--- config.mk ---
export PLATFORM = sky130hd
export DESIGN_NAME = seven_seg_capture
export DESIGN_NICKNAME = d
export VERILOG_FILES = /design/src/rtl/seven_seg_capture.sv
export SDC_FILE = /design/constraint.sdc
export NUM_CORES = 1
export LEC_CHECK = 0
export CAP_MARGIN = 20
export CORE_MARGIN = 1
export CORE_UTILIZATION = 59
export CTS_CLUSTER_SIZE = 25
export DETAILED_ROUTE_END_ITERATION = 16
export PLACE_DENSITY = 0.83
export SLEW_MARGIN = 20
export SYNTH_ARGS = -nofsm -noshare
export SYNTH_HDL_FRONTEND = slang
export SYNTH_SLANG_ARGS = --single-unit
--- constraint.sdc ---
create_clock -name clk -period 4.1 [get_ports clk]
set_input_delay 0.82 -clock clk [delete_from_list [all_inputs] [get_ports clk]]
set_output_delay 0.82 -clock clk [all_outputs]
set_load 0.01 [all_outputs]
--- src/rtl/seven_seg_capture.sv ---
// Rebuilds four hex digits from a multiplexed active-low 7-seg scan.
// Ports: clk, reset, anode[3:0], cathode[6:0] -> digits[15:0],
//   digit_err[3:0], frame_done, anode_err. Optional SEG_CAPTURE_DP_EN
//   adds dp (in) and dp_out[3:0] (out).
module seven_seg_capture #(
  parameter int SETTLE = 4,
  parameter int CNT_W  = 3
) (
  input  logic        clk,
  input  logic        reset,
  input  logic [3:0]  anode,
  input  logic [6:0]  cathode,
`ifdef SEG_CAPTURE_DP_EN
  input  logic        dp,
  output logic [3:0]  dp_out,
`endif
  output logic [15:0] digits,
  output logic [3:0]  digit_err,
  output logic        frame_done,
  output logic        anode_err
);

  localparam logic [1:0] S_WAIT   = 2'd0;
  localparam logic [1:0] S_SAMPLE = 2'd1;
  localparam logic [1:0] S_HOLD   = 2'd2;

  localparam logic [CNT_W-1:0] CNT_TOP = CNT_W'(SETTLE - 1);

  logic [1:0]       st_q, st_d;
  logic [3:0]       a_q;
  logic [CNT_W-1:0] cnt_q, cnt_d;
  logic [15:0]      shd_q, shd_d;
  logic [3:0]       sherr_q, sherr_d;
  logic [3:0]       seen_q, seen_d;
  logic [3:0]       seen_n;
  logic [15:0]      dig_q, dig_d;
  logic [3:0]       derr_q, derr_d;
  logic             fd_q, fd_d;
  logic             aerr_q, aerr_d;
  logic             a_chg;
  logic             legal;
  logic [3:0]       slot_oh;
  logic [3:0]       nib;
  logic             gerr;
`ifdef SEG_CAPTURE_DP_EN
  logic [3:0]       dps_q, dps_d;
  logic [3:0]       dpo_q, dpo_d;
`endif

  assign a_chg   = anode != a_q;
  assign slot_oh = ~a_q;

  always_comb begin
    legal = 1'b0;
    unique case (a_q)
      4'hE, 4'hD, 4'hB, 4'h7: legal = 1'b1;
      default:                legal = 1'b0;
    endcase
  end

  always_comb begin
    nib  = 4'h0;
    gerr = 1'b0;
    unique case (cathode)
      7'h40:   nib = 4'h0;
      7'h79:   nib = 4'h1;
      7'h24:   nib = 4'h2;
      7'h30:   nib = 4'h3;
      7'h19:   nib = 4'h4;
      7'h12:   nib = 4'h5;
      7'h02:   nib = 4'h6;
      7'h78:   nib = 4'h7;
      7'h00:   nib = 4'h8;
      7'h10:   nib = 4'h9;
      7'h08:   nib = 4'hA;
      7'h03:   nib = 4'hB;
      7'h46:   nib = 4'hC;
      7'h21:   nib = 4'hD;
      7'h06:   nib = 4'hE;
      7'h0E:   nib = 4'hF;
      default: gerr = 1'b1;
    endcase
  end

  always_comb begin
    st_d    = st_q;
    cnt_d   = cnt_q;
    shd_d   = shd_q;
    sherr_d = sherr_q;
    seen_d  = seen_q;
    seen_n  = seen_q | slot_oh;
    dig_d   = dig_q;
    derr_d  = derr_q;
    fd_d    = 1'b0;
    aerr_d  = aerr_q;
`ifdef SEG_CAPTURE_DP_EN
    dps_d   = dps_q;
    dpo_d   = dpo_q;
`endif
    unique case (st_q)
      S_WAIT: begin
        if (!a_chg) begin
          if (cnt_q == CNT_TOP) st_d = S_SAMPLE;
          else cnt_d = cnt_q + 1'b1;
        end
      end
      S_SAMPLE: begin
        st_d = S_HOLD;
        if (legal) begin
          for (int i = 0; i < 4; i++) begin
            if (slot_oh[i]) begin
              shd_d[i*4 +: 4] = nib;
              sherr_d[i]      = gerr;
`ifdef SEG_CAPTURE_DP_EN
              dps_d[i]        = ~dp;
`endif
            end
          end
          // The write completing the set publishes on this same edge.
          if (&seen_n) begin
            dig_d  = shd_d;
            derr_d = sherr_d;
            fd_d   = 1'b1;
            seen_d = 4'h0;
`ifdef SEG_CAPTURE_DP_EN
            dpo_d  = dps_d;
`endif
          end else begin
            seen_d = seen_n;
          end
        end else if (a_q != 4'hF) begin
          aerr_d = 1'b1;
        end
      end
      S_HOLD: begin
        if (a_chg) st_d = S_WAIT;
      end
      default: st_d = S_WAIT;
    endcase
    if (a_chg) cnt_d = '0;
  end

  always_ff @(posedge clk) begin
    if (reset) begin
      st_q    <= S_WAIT;
      a_q     <= 4'hF;
      cnt_q   <= '0;
      shd_q   <= '0;
      sherr_q <= '0;
      seen_q  <= '0;
      dig_q   <= '0;
      derr_q  <= '0;
      fd_q    <= 1'b0;
      aerr_q  <= 1'b0;
`ifdef SEG_CAPTURE_DP_EN
      dps_q   <= '0;
      dpo_q   <= '0;
`endif
    end else begin
      st_q    <= st_d;
      a_q     <= anode;
      cnt_q   <= cnt_d;
      shd_q   <= shd_d;
      sherr_q <= sherr_d;
      seen_q  <= seen_d;
      dig_q   <= dig_d;
      derr_q  <= derr_d;
      fd_q    <= fd_d;
      aerr_q  <= aerr_d;
`ifdef SEG_CAPTURE_DP_EN
      dps_q   <= dps_d;
      dpo_q   <= dpo_d;
`endif
    end
  end

  assign digits     = dig_q;
  assign digit_err  = derr_q;
  assign frame_done = fd_q;
  assign anode_err  = aerr_q;
`ifdef SEG_CAPTURE_DP_EN
  assign dp_out     = dpo_q;
`endif

endmodule

Word-level counts from Yosys, hierarchy flattened --
Index checks and enable logic that the tools add are counted.
Cells by class: add/sub/neg operators 1, equality and inequality tests 27, mux-type cells 17, bitwise logic cells 5, reductions and logical operators 12
Operators with widths (count):
- case mux 4 bit (15 select lines) | 1
- == test 7 bit, second input constant | 4
- == test 7 x 5 -> 1 bit, second input constant | 3
- == test 7 x 6 -> 1 bit, second input constant | 3
- 2-to-1 mux 4 bit | 5
- OR reduction 16 bit | 1
- == test 7 x 2 -> 1 bit, second input constant | 2
- == test 7 x 4 -> 1 bit, second input constant | 2
- == test 4 bit, second input constant | 3
- == test 7 x 3 -> 1 bit, second input constant | 1
- logical NOT 7 bit | 1
- 2-to-1 mux 1 bit | 7
- 2-to-1 mux 2 bit | 3
- inequality test 2 bit, second input constant | 3
- case mux 2 bit (3 select lines) | 1
- AND reduction 3 bit | 2
- AND reduction 6 bit | 1
- == test 4 x 3 -> 1 bit, second input constant | 1
- inequality test 4 bit | 1
- inequality test 4 bit, second input constant | 1
- NOT 4 bit | 1
- bitwise OR 4 bit | 1
- AND reduction 2 bit | 2
- AND reduction 4 bit | 1
- other kinds (9) | 11
Word-level totals: register bits 55, input port bits 13, output and inout bits 22

Logic depth before layout (Yosys ltp) --
Gate-level depths: netlist (run 1).
word-level depth 5, gate-level depth with buffers 8, mapped depth without buffers 5

Worst setup path after synthesis (run 1) --
Ideal clock, no wire load.
kind input -> register, start point in cathode[3], end point reg derr_q[0] (netlist: digit_err[0]), data arrival time 2.128 ns, data required time 3.964 ns, slack 1.836 ns, stages 5, buffers on the path 0, cells stage by stage a211o_1 a2111oi_1 a311oi_4 nand3_1 o32ai_1
On the way: word-level cells in the longest chain between the ends 4, elaborated cells on any way between the ends 19, classes of those cells eq/ne: 15; mux: 2; reduce/logical: 2
RTL lines:
- start: declaration | line 12 | input logic [6:0] cathode,
- == test 7 x 4 -> 1 bit (tied with other cells) | line 64 | unique case (cathode)
- OR reduction 16 bit (no line) (*)
- 2-to-1 mux 1 bit (*) | line 64
- 2-to-1 mux 1 bit (*) | line 111 | if (slot_oh[i]) begin
- end signal: assignment | line 167 | derr_q <= derr_d;
- end: declaration | line 37 | logic [3:0] derr_q, derr_d;
Mark *: on every way between the ends. The rest lies on a longest branch, timed or not. A chain may end at the register's enable or synchronous reset.

Worst setup path after layout (run 1) --
start point in cathode[0], end point reg derr_q[1] (netlist: digit_err[1])
Same word-level chain as after synthesis.

==> results of run 1 <==
[cells by family after synthesis]
family,synth area share
adder cells (fa/ha/maj),0.00960
flip-flops,0.422
AND/OR/NAND/NOR,0.215
AO/OA/AOI/OAI,0.238
multiplexers,0.0346
buffers and inverters,0.0566
XOR/XNOR,0.0235
[layout make-up]
cell class                 count  share of cell area
multi-input combinational    198               0.459
clock inverter                 1             0.00252
inverter                       7             0.00881
timing repair buffer          35               0.117
sequential                    55               0.369
clock buffer                   5              0.0231
tap                           50              0.0210
[flip-flops by register name, indices dropped and copies added, names as in the netlist]
name        cells
st_q            2
digits         16
frame_done      1
seen_q          4
anode_err       1
shd_q          16
sherr_q         4
cnt_q           3
digit_err       4
a_q             4
[stage by stage]
stage	hold WS (ps)	instances	util	total power (uW)	setup slack [ps]
floorplan	430	282	-	613	1840
global placement	438	345	0.704	635	975
global route	495	351	0.725	938	1080
finish	461	351	0.725	904	1210
CTS	467	351	0.722	905	1240
detailed placement	449	345	0.704	636	912
[Yosys cell counts, types with 4 or more instances]
library cell | count | area share
dfxtp_1 | 55 | 0.42
a31oi_1 | 9 | 0.022
or2_2 | 4 | 0.0096
mux2i_1 | 9 | 0.035
o21ai_0 | 13 | 0.025
inv_1 | 6 | 0.0086
a22o_1 | 16 | 0.054
nor2b_1 | 6 | 0.014
a211oi_1 | 16 | 0.046
o32ai_1 | 4 | 0.013
buf_2 | 7 | 0.013
clkbuf_1 | 9 | 0.013
o21a_1 | 4 | 0.012
and2_1 | 7 | 0.017
xor2_1 | 5 | 0.017
nand2_1 | 19 | 0.027
nor2_1 | 31 | 0.045
[report_power, final]
| group | switching [uW] | internal (uW) | total (uW) |
|---|---|---|---|
| Clock | 165 | 114 | 279 |
| Sequential | 10.6 | 536 | 547 |
| Combinational | 45.3 | 32.8 | 78.1 |
| Total | 221 | 683 | 904 |
[metal layers]
layer	wire length, um	up-vias	part of all wire	global-route usage
met5	0	-	0	0
met4	63	0	0.011	0.0885
met3	248	8	0.044	0.0517
met2	2680	64	0.47	0.414
met1	2700	1002	0.47	0.360
li1	-	1073	-	-
[final timing paths]
check	depth (start not counted)	end	slack (ps)	start
worst max-delay path	6	digit_err[1]$_SDFFE_PP0P_	1210	cathode[0]
worst max register to register	5	digits[10]$_SDFFE_PP0P_	1530	a_q[2]$_SDFF_PP1_
worst min-delay path	2	sherr_q[3]$_SDFFE_PP0P_	460	sherr_q[3]$_SDFFE_PP0P_
worst min register to register	2	sherr_q[3]$_SDFFE_PP0P_	460	sherr_q[3]$_SDFFE_PP0P_
[critical path, cell delays in order]
cell	delay, ps
clkdlybuf4s50_1	730
or3b_1	390
a2111oi_0	420
a31oi_1	220
nand3_1	330
o32ai_1	130
==> results.yml, run 1 <==
die:
  die-area_um2: 4690
  ios: 35
  core_area_um2: 4120
  num_rows: 23
  initial_core_util: 0.634
  fp.dieW_um: 68.5
  dieHeight_um: 68.5
sta:
  fin_skew_ps: 5.84
  finalCritPeriodShare: 0.704
  slew_headroom: 0.496
  setup_violations: 0
  min_period_ps: 2890
  tightest_slew_ps: 752
  finalHoldViolations: 0
  max_freq_mhz: 347
  fin_tns_setup_ps: 0
  drv_slew: 0
  rsz0062_at_grt: "false"
final_layout:
  nets: 317
  syn_to_final_growth_pct: 14.3
  mostFrequentLayoutCells: "55 x dfxtp_1, 34 x clkdlybuf4s50_1, 31 x nor2_1, 19 x nand2_1"
  antennaDiodeCount: 0
  multi_input_area_um2: 1370
  fin_area_um2: 2980
  fillers: 321
  layout_commonest_cell: "dfxtp_1"
  drive_gt1_frac: 0.0664
  ff_latch_area_um2: 1100
placement:
  gp_congestion: 0.894
  postPlaceCellArea_um2: 2900
  place.port_buffers: 34
  dp_hpwl_mm: 3.92
synth:
  synth_fp_nets: 297
  seq_area_frac_synth: 0.422
  netlist_instances: 282
  ys.flop_type: "dfxtp_1"
  synth_area_um2: 2610
  yosys_warnings: 0
  ys_seq_elements: 55
  synth_area_per_cell_um2: 9.25
  synthArstFlopShare: 0
  ys_types: 56
  synth-edff-count: 0
worst_setup_path:
  endpoint_kind: "flip-flop"
  path_max_fanout: 15
  cp_data_arrival_time_ps: 3050
  cp.required_ps: 4260
  critPathKind: "input pin to flip-flop"
  start_kind: "input pin"
global_route:
  grt_max_degree: 21
  grtUsageTotal: 0.264
  grt_pass1_vias: 1858
  antenna_found_initial: 0
  grt_first_pass_wirelength_mm: 9.13
  grt-ovfl-total: 0
flow_run:
  max_cap_violations: 0
cts:
  path_clk_slew_ps: 90
  hold_buffers: 0
  clk_latency_ps: 300
  cts_root_buf: "clkbuf_8"
  clk_path_buf_depth: 2
  cts_buffers: 5
  cts_sinks: 55
  cts_resized: 0
  h-tree-depth: 2
  post-cts-setup-buffers: 0
  cts_tree: "done"
routing:
  wirelength_mm: 5.69
  vias: 2147
  drc: 0
  wl_per_cell_um: 16.2
  first_pass_iters: 4
  first_iter_violations: 205
  drtAntennaViolNets: 0
  vias_per_cell: 6.12
pwr:
  power_density_nw_per_um2: 303
  leakage_uw: 0.00107
  peakVddDrop_mv: 0.212
hold_path:
  worst_hold_path_type: "flip-flop to flip-flop"
run_status:
  status: "complete, no violations"
(Power assumes the default switching activity.)
==> inputs of run 2 (changes only) <==
- CORE_UTILIZATION: 59 -> 49
- PLACE_DENSITY: 0.83 -> 0.73
- clock period: 4.1 -> 2.4 ns (I/O delays scaled with it)
==> run 2 against run 1 <==
Combinational power increased by 130%. Sequential share of layout area decreased by 3.3 points. First-iteration DRC count decreased by 29%. Largest power group unchanged. Highest routed layer unchanged. Cell area increased by 9.7%. Hold slack improved by 4.7 ps. Count of clock-buffer cells in the layout increased by 1. Total power increased by 76%. Cell count increased by 16%. Setup slack got worse by 1000 ps. Routed wire length increased by 1.3%. Critical path depth increased by 2. Register-to-register slack got worse by 1300 ps.
==> results.yml, run 2 (synthesis gave the netlist of run 1 again) <==
run_status:
  status: "complete, no violations"
sta:
  hold_slack_ps: 466
  min_period_ps: 2220
  setup_violations: 0
  finalCritPeriodShare: 0.924
  fin_skew_ps: 7.15
  rsz0062_at_grt: "false"
  max_freq_mhz: 451
  finalHoldViolations: 0
  slew_headroom: 0.641
  tightest_slew_ps: 534
  drv_slew: 0
hold_path:
  min_from: "sherr_q[2]$_SDFFE_PP0P_"
  min_delay_path_depth: 2
  whs_endpoint: "sherr_q[2]$_SDFFE_PP0P_"
  worst_hold_path_type: "flip-flop to flip-flop"
routing:
  drc: 0
  drtAntennaViolNets: 0
  first_pass_iters: 4
  wl_per_cell_um: 14.2
  vias: 2223
  vias_per_cell: 5.48
  first_iter_violations: 145
  wirelength_mm: 5.77
final_layout:
  finalNonFillerCells: 406
  ff_latch_area_um2: 1100
  nets: 350
  fillers: 456
  antennaDiodeCount: 0
  syn_to_final_growth_pct: 25.5
  mostFrequentLayoutCells: "55 x dfxtp_1, 34 x clkdlybuf4s50_1, 34 x buf_4, 31 x nor2_1, 19 x nand2_1"
  multi_input_area_um2: 1380
  fin_util: 0.641
  layout_commonest_cell: "dfxtp_1"
  drive_gt1_frac: 0.170
die:
  die-area_um2: 5620
  ios: 35
  fp.dieW_um: 75.0
  core_area_um2: 5110
  initial_core_util: 0.511
  num_rows: 26
  dieHeight_um: 75.0
worst_setup_path:
  r2r-end: "digits[10]$_SDFFE_PP0P_"
  path_max_fanout: 10
  crit_slowest_cell: "clkdlybuf4s50_1"
  r2r.worst_path.cells: 6
  crit_chain: "clkdlybuf4s50_1 -> a211o_1 -> a2111oi_2 -> buf_4 -> a311oi_4 -> buf_4 -> o21ai_0 -> a22o_1"
  cp_top_family: "compound AO/OA/AOI/OAI gates"
  critPathKind: "input pin to flip-flop"
  endpoint_kind: "flip-flop"
  critPathBufInv: 3
  start_kind: "input pin"
  slowest_delay_ps: 560
  reg2reg_from: "a_q[3]$_SDFF_PP1_"
  r2r_slack_ps: 280
  path_common_cell: "buf_4"
  cp_data_arrival_time_ps: 2470
  cp.required_ps: 2650
flow_run:
  max_cap_violations: 0
cts:
  h-tree-depth: 2
  path_clk_slew_ps: 90
  cts_tree: "done"
  cts_root_buf: "clkbuf_8"
  clk_latency_ps: 300
  clk_path_buf_depth: 2
  post-cts-setup-buffers: 0
  cts_sinks: 55
  cts_buffers: 5
placement:
  place.port_buffers: 34
  gp_congestion: 0.955
  dp_hpwl_mm: 4.21
  placed_cells: 398
global_route:
  grt_pass1_vias: 2003
  grt_max_degree: 26
  grt-ovfl-total: 0
  grtUsageTotal: 0.222
  grt_first_pass_wirelength_mm: 9.48
  antenna_found_initial: 0
pwr:
  leakage_uw: 0.00123
  peakVddDrop_mv: 0.350
  power_density_nw_per_um2: 487
-- run 2: changes by cell type in the layout (fill, tap and decap cells not counted), sizes merged --
cell and delta:
clkinv +1, clkbuf +1, buf +33
-- run 2: power by group --
group | leakage (uW) | internal (uW) | switching, uW | total (uW)
logic | 0.000745 | 85.1 | 95.7 | 181
clock network | 0.0000412 | 205 | 284 | 489
registers | 0.000444 | 916 | 9.01 | 925
total | 0.00123 | 1210 | 389 | 1590
-- run 2: stage by stage --
step                setup TNS, ps  total power (uW)  instance area, um^2  setup slack [ps]
global placement            -3470              1120                 3170              -197
CTS                             0              1600                 3250               113
global route                    0              1660                 3270              10.6
detailed placement          -4140              1120                 3170              -219
floorplan                       0              1050                 2610               476
finish                          0              1590                 3270               182
-- run 2: routing by layer --
layer	GRT usage	wire length (um)	up-vias
met5	0	0	-
met4	0.0734	100	0
met3	0.0321	158	8
met2	0.374	2740	45
met1	0.292	2770	1036
li1	-	-	1134
-- run 2: worst min-delay path: cells and delay by family (launching register included) --
family	cells	cell delay, ps
mux	1	50
flops	1	320
simple gates	1	50
-- run 2: worst max path at each step --
stage          slack (ps)        from  cells past startpoint                        end
2_1_floorplan         480  cathode[3]                      5  digit_err[0]$_SDFFE_PP0P_
5_1_grt                10  cathode[4]                      8     digits[3]$_SDFFE_PP0P_
3_3_place_gp         -200  cathode[0]                      7     digits[6]$_SDFFE_PP0P_
4_1_cts               110  cathode[1]                      7    digits[12]$_SDFFE_PP0P_
3_5_place_dp         -220  cathode[1]                      7    digits[12]$_SDFFE_PP0P_
6_report              180  cathode[4]                      8     digits[3]$_SDFFE_PP0P_
-- run 2: layout make-up --
class / instances / area share
timing repair buffer: 68 / 0.182
clock inverter: 2 / 0.00382
clock buffer: 6 / 0.0222
tap: 70 / 0.0268
sequential: 55 / 0.337
multi-input combinational: 198 / 0.421
inverter: 7 / 0.00803
-- run 2: what timing repair did --
| item | in CTS | in global routing |
|---|---|---|
| resized for setup | 0 | 4 |
| endpoints found under the setup margin | 0 | 19 |
| hold buffers | 0 | 0 |
